### src/rtl/ras_stack_if.sv
// ============================================================================
//  Module      : ras_stack_if
//  Description : Predictor <-> return-address-stack signal bundle.
//  Revision    : 1.0 - initial release
// ============================================================================
`default_nettype none

interface ras_stack_if #(
  parameter int RAS_ENTRIES      = 8,
  parameter int RAS_INDEX_WIDTH  = $clog2(RAS_ENTRIES),
  parameter int RAS_TARGET_WIDTH = 31
);
  logic                        link_valid;
  logic [RAS_TARGET_WIDTH-1:0] link_pc;
  logic                        ret_valid;
  logic [RAS_TARGET_WIDTH-1:0] ret_target;
  logic                        ret_hit;
  logic [RAS_INDEX_WIDTH-1:0]  ras_index;
  logic [RAS_INDEX_WIDTH:0]    ras_count;
  logic                        restore_valid;
  logic [RAS_INDEX_WIDTH-1:0]  restore_index;
  logic [RAS_INDEX_WIDTH:0]    restore_count;

  modport master (
    output link_valid, link_pc, ret_valid,
    output restore_valid, restore_index, restore_count,
    input  ret_target, ret_hit, ras_index, ras_count
  );

  modport slave (
    input  link_valid, link_pc, ret_valid,
    input  restore_valid, restore_index, restore_count,
    output ret_target, ret_hit, ras_index, ras_count
  );
endinterface

`default_nettype wire

### src/rtl/ras_stack.sv
// ============================================================================
//  Module      : ras_stack
//  Description : Circular return-address stack with checkpoint restore.
//                Optional macro RAS_PERF_CNT_EN adds saturating
//                overflow_cnt / underflow_cnt outputs.
//  Revision    : 1.0 - initial release
// ============================================================================
`default_nettype none

module ras_stack #(
  parameter int RAS_ENTRIES      = 8,
  parameter int RAS_INDEX_WIDTH  = $clog2(RAS_ENTRIES),
  parameter int RAS_TARGET_WIDTH = 31
) (
  input  wire logic   CLK,
  input  wire logic   RST,
  ras_stack_if.slave  ras
`ifdef RAS_PERF_CNT_EN
  ,
  output logic [15:0] overflow_cnt,
  output logic [15:0] underflow_cnt
`endif
);

  localparam logic [RAS_INDEX_WIDTH:0]   c_full_count = RAS_ENTRIES[RAS_INDEX_WIDTH:0];
  localparam logic [RAS_INDEX_WIDTH:0]   c_one_count  = 1;
  localparam logic [RAS_INDEX_WIDTH-1:0] c_one_index  = 1;

  logic [RAS_TARGET_WIDTH-1:0] r_mem [RAS_ENTRIES];
  logic [RAS_INDEX_WIDTH-1:0]  r_head;
  logic [RAS_INDEX_WIDTH:0]    r_count;

  logic                        w_push;
  logic                        w_pop;
  logic                        w_full;
  logic                        w_empty;
  logic [RAS_INDEX_WIDTH-1:0]  w_head_inc;
  logic [RAS_INDEX_WIDTH-1:0]  w_head_dec;
  logic [RAS_INDEX_WIDTH-1:0]  w_head_nxt;
  logic [RAS_INDEX_WIDTH:0]    w_count_nxt;
  logic [RAS_INDEX_WIDTH:0]    w_restore_count;
  logic                        w_wr_en;
  logic [RAS_INDEX_WIDTH-1:0]  w_wr_addr;

  // A restore cancels any push or pop presented in the same cycle.
  assign w_push     = ras.link_valid & ~ras.restore_valid;
  assign w_pop      = ras.ret_valid  & ~ras.restore_valid;
  assign w_full     = (r_count == c_full_count);
  assign w_empty    = (r_count == '0);
  assign w_head_inc = r_head + c_one_index;
  assign w_head_dec = r_head - c_one_index;

  assign w_restore_count = (ras.restore_count > c_full_count) ? c_full_count
                                                              : ras.restore_count;

  always_comb begin
    w_head_nxt  = r_head;
    w_count_nxt = r_count;
    w_wr_en     = 1'b0;
    w_wr_addr   = w_head_inc;
    if (ras.restore_valid) begin
      w_head_nxt  = ras.restore_index;
      w_count_nxt = w_restore_count;
    end else if (w_push && w_pop) begin
      // Call and return together replace the top in place.
      w_wr_en   = 1'b1;
      w_wr_addr = r_head;
    end else if (w_push) begin
      w_head_nxt = w_head_inc;
      w_wr_en    = 1'b1;
      w_wr_addr  = w_head_inc;
      if (!w_full) begin
        w_count_nxt = r_count + c_one_count;
      end
    end else if (w_pop) begin
      w_head_nxt = w_head_dec;
      if (!w_empty) begin
        w_count_nxt = r_count - c_one_count;
      end
    end
  end

  always_ff @(posedge CLK or posedge RST) begin
    if (RST) begin
      r_head  <= '0;
      r_count <= '0;
    end else begin
      r_head  <= w_head_nxt;
      r_count <= w_count_nxt;
    end
  end

  always_ff @(posedge CLK or posedge RST) begin
    if (RST) begin
      for (int i = 0; i < RAS_ENTRIES; i++) begin
        r_mem[i] <= '0;
      end
    end else if (w_wr_en) begin
      r_mem[w_wr_addr] <= ras.link_pc;
    end
  end

  assign ras.ret_target = r_mem[r_head];
  assign ras.ret_hit    = ~w_empty;
  assign ras.ras_index  = r_head;
  assign ras.ras_count  = r_count;

`ifdef RAS_PERF_CNT_EN
  logic w_overflow;
  logic w_underflow;

  assign w_overflow  = w_push & ~w_pop & w_full;
  assign w_underflow = w_pop & ~w_push & w_empty;

  always_ff @(posedge CLK or posedge RST) begin
    if (RST) begin
      overflow_cnt  <= '0;
      underflow_cnt <= '0;
    end else begin
      if (w_overflow && (overflow_cnt != 16'hFFFF)) begin
        overflow_cnt <= overflow_cnt + 16'd1;
      end
      if (w_underflow && (underflow_cnt != 16'hFFFF)) begin
        underflow_cnt <= underflow_cnt + 16'd1;
      end
    end
  end
`endif

endmodule

`default_nettype wire

### src/flat_wrapper.sv
// flat-port wrapper written by rule: the top's interface ports become plain ports
module ras_stack_flat 
#(
  parameter int RAS_ENTRIES      = 8,
  parameter int RAS_INDEX_WIDTH  = $clog2(RAS_ENTRIES),
  parameter int RAS_TARGET_WIDTH = 31
)
  (CLK, RST, ras_link_valid, ras_link_pc, ras_ret_valid, ras_restore_valid, ras_restore_index, ras_restore_count, ras_ret_target, ras_ret_hit, ras_ras_index, ras_ras_count);
  ras_stack_if #(.RAS_ENTRIES(RAS_ENTRIES), .RAS_INDEX_WIDTH(RAS_INDEX_WIDTH), .RAS_TARGET_WIDTH(RAS_TARGET_WIDTH)) ras_i ();
  input  wire logic CLK;
  input  wire logic RST;
  input wire logic [$bits(ras_i.link_valid)-1:0] ras_link_valid;
  input wire logic [$bits(ras_i.link_pc)-1:0] ras_link_pc;
  input wire logic [$bits(ras_i.ret_valid)-1:0] ras_ret_valid;
  input wire logic [$bits(ras_i.restore_valid)-1:0] ras_restore_valid;
  input wire logic [$bits(ras_i.restore_index)-1:0] ras_restore_index;
  input wire logic [$bits(ras_i.restore_count)-1:0] ras_restore_count;
  output wire logic [$bits(ras_i.ret_target)-1:0] ras_ret_target;
  output wire logic [$bits(ras_i.ret_hit)-1:0] ras_ret_hit;
  output wire logic [$bits(ras_i.ras_index)-1:0] ras_ras_index;
  output wire logic [$bits(ras_i.ras_count)-1:0] ras_ras_count;
  assign ras_i.link_valid = ras_link_valid;
  assign ras_i.link_pc = ras_link_pc;
  assign ras_i.ret_valid = ras_ret_valid;
  assign ras_i.restore_valid = ras_restore_valid;
  assign ras_i.restore_index = ras_restore_index;
  assign ras_i.restore_count = ras_restore_count;
  assign ras_ret_target = ras_i.ret_target;
  assign ras_ret_hit = ras_i.ret_hit;
  assign ras_ras_index = ras_i.ras_index;
  assign ras_ras_count = ras_i.ras_count;
  ras_stack #(.RAS_ENTRIES(RAS_ENTRIES), .RAS_INDEX_WIDTH(RAS_INDEX_WIDTH), .RAS_TARGET_WIDTH(RAS_TARGET_WIDTH)) u_core (.CLK(CLK), .RST(RST), .ras(ras_i));
endmodule
### config.mk
export PLATFORM = sky130hd
export DESIGN_NAME = ras_stack_flat
export DESIGN_NICKNAME = d
export VERILOG_FILES = /design/src/rtl/ras_stack_if.sv /design/src/rtl/ras_stack.sv /design/src/flat_wrapper.sv
export SDC_FILE = /design/constraint.sdc
export NUM_CORES = 1
export LEC_CHECK = 0
export ABC_AREA = 1
export CORE_ASPECT_RATIO = 0.6
export CORE_UTILIZATION = 62
export DETAILED_ROUTE_END_ITERATION = 16
export PLACE_DENSITY = 0.92
export SETUP_SLACK_MARGIN = 0.3
export SYNTH_ARGS = -nofsm -noshare
export SYNTH_HDL_FRONTEND = slang
export SYNTH_SLANG_ARGS = --single-unit
### constraint.sdc
create_clock -name CLK -period 17.8 [get_ports CLK]
set_input_delay 2.67 -clock CLK [delete_from_list [all_inputs] [get_ports CLK]]
set_output_delay 2.67 -clock CLK [all_outputs]
set_load 0.03 [all_outputs]
==> results_dict.tcl <==
set metrics [dict create \
    synthTopCellsByArea "dfrtp_1 51%, nand2_1 19%, nand3_1 10%, o21ai_0 5.1%, nor2_1 4.0%" \
    nNetsFinal 1695 \
    cts.repair.resized 0 \
    syn-num-nets 1724 \
    synth_top_area_share_pct 50.55 \
    cp.arrival_ps 4350 \
    clk_pin_slew_ps 70 \
    multi_input_area_um2 5466 \
    gp_congestion 0.8386 \
    startpoint "u_core.ras.ras_index[1]" \
    ff_latch_area_um2 6386 \
    ir_worst_vdd_v 0.00009296 \
    rrSetupSlack_ps 12260 \
    synth_edf_count 0 \
    drt_pre_antenna_iters 6 \
    gr-usage-all-layers_pct 36.00 \
    drive_gt1_share_pct 4.507 \
    syn_to_final_growth_pct 11.32 \
    synth_area_um2 12620 \
    post_cts_buffers 0 \
    clkLatencyLatePin_ps 540 \
    wl_mm 36.80 \
    antenna_found_initial 0 \
    hpwl_mm 19.84 \
    report.final.hold_viol_count 0 \
    status "finished clean" \
    dr.first_iter.drc_count 1840 \
    die_width_um 186.2 \
    clock.fmax_ghz 0.1424 \
    setup_tns_ps 0 \
    holdCritPathClass "flop to flop" \
    ctsHoldBuffers 0 \
    min_from "u_core.r_mem[60]" \
    yosysSeqAreaShare_pct 50.55 \
    setup_ws_ps 10780 \
    port_buffers 81 \
    powerDensity_nw_per_um2 172.7 \
    ctsLongestPathBuffers 3 \
    grt_pass1_wl_mm 59.91 \
    end_kind "output pin" \
    crit_slowest_cell "clkinv_1" \
    antenna_left 0 \
    ys_async_sr_fraction_pct 100.0 \
    p_leak_nw 7.133 \
    grt_max_degree 110 \
    fin_crit_sh_pct 39.46 \
    skew_ps 22.81 \
    cp-start-kind "flop" \
    worstMarginPinSlew_ps 1174 \
    crit_fanout 67 \
    cts_tree "yes" \
    fill_cells 1525 \
    cts_buffers 24 \
    cp.required_ps 15130 \
    start_util_pct 63.21 \
    globalRoute.totalOverflow 0 \
    setup_violations 0 \
    r2r_start "u_core.ras.ras_index[1]" \
    max-slew-margin-rel_pct 21.76 \
    fp.coreArea_um2 19970 \
    post_drt_via_cell_ratio 6.266 \
    ys_warn_count 0 \
    rows 40 \
    antenna_cells 0 \
    synth_common_cells "646 x nand2_1, 259 x nand3_1, 255 x dfrtp_1, 135 x nor2_1, 129 x o21ai_0" \
    crit_type "flop to output pin" \
    die_area_um2 20950 \
    num_vias 12140 \
    routedWlPerCell_um 19.00 \
    ys_seq_elements 255 \
    path_cells "buf_4, clkinv_1, buf_4, o21ai_0, o22ai_1, nand2_1, nand2_1, clkdlybuf4s50_1" \
    r2r_end "u_core.r_mem[211]" \
    rsz0062_at_grt "false" \
    dp_slack_ps 10890 \
    die_y_um 112.5 \
    yosysMostFrequentCell "nand2_1" \
    synth_cell_types 24 \
    grt_pass1_vias 11750 \
    clock-sinks 255 \
    maxSlewViolCount 0 \
    avgSynthCellArea_um2 7.532 \
    pin_count 82 \
    synth_top_area_cell "dfrtp_1" \
    cts-root-buf "clkbuf_16" \
    r2r_cells 12 \
    hold_end "u_core.r_mem[60]" \
    ys_dominant_reg_cell "dfrtp_1" \
    drc_errors 0 \
    h-tree-depth 1 \
    min_period_ps 7024 \
    whs_path_depth 2 \
    syn_inst 1676 \
    maxCapViolations 0 \
    critPathMaxStageDelay_ps 1100 \
]
layout make-up:
type                       count  area share (%)
tap                          273           2.431
multi-input combinational   1250           38.90
inverter                      15          0.4630
clock inverter                 8          0.7835
sequential                   255           45.45
clock buffer                  35           5.138
timing repair buffer         101           6.838
how the worst max path moves through the flow:
stage / end / slack, ps
floorplan: u_core.r_mem[0] / 8120
finish: ras_ret_target[23] / 10780
global placement: u_core.r_mem[224] / 11040
global route: ras_ret_target[7] / 10750
detailed placement: u_core.r_mem[223] / 10890
CTS: ras_ret_target[23] / 11030
critical path, delay by kind of cell, from the launching register on:
family	cells	cell delay, ps
DFF	1	340
AOI/OAI and AO/OA	2	290
and+or+nand+nor	2	190
buffers and inverters	4	2950
report_power, final:
part	internal, mW	switching (mW)
clock	0.312	0.232
sequential	0.852	0.167
combinational	0.302	0.562
kinds of logic after synthesis:
group	synth area share, %
DFF	50.55
adders and majority gates	0.5551
AOI/OAI and AO/OA	8.376
and+or+nand+nor	34.05
xor gates and xnor gates	0.1388
buffers and inverters	6.334
state kept, by name (all words and copies together), names as in the netlist:
name and cells:
u_core.ras.ras_index 3, u_core.r_mem 248, u_core.ras.ras_count 4
layout by cell type, fill, tap and decap left out, drive strengths merged:
cell type	instances
inv	14
clkinvlp	1
o21ai	129
clkinv	6
dfrtp	255
xnor2	1
nor2	139
nand3	259
o22ai	62
xor2	1
nand2	646
or2	1
nand4	3
clkbuf	35
o211ai	1
clkdlybuf4s50	81
ha	4
bufinv	2
buf	20
a31oi	1
a21oi	2
fa	1
per-layer routing:
metal | up-vias | track usage (%) | part of all wire [%]
met4 | 0 | 11.86 | 2.3
met3 | 106 | 8.177 | 14
met1 | 5709 | 51.39 | 40
met5 | - | 0 | 0
li1 | 5372 | - | -
met2 | 950 | 54.75 | 44
per-stage QoR:
step	area (um2)	utilization [%]	hold WS [ps]	instances	total power, mW
2_1_floorplan	12620	-	436.6	1676	1.581
3_3_place_gp	13220	66.20	447.8	1894	1.811
4_1_cts	14050	70.37	469.8	1937	2.404
6_report	14050	70.37	467.4	1937	2.427
5_1_grt	14050	70.37	483.8	1937	2.565
3_5_place_dp	13220	66.20	453.1	1894	1.859
(Power assumes the default switching activity.)
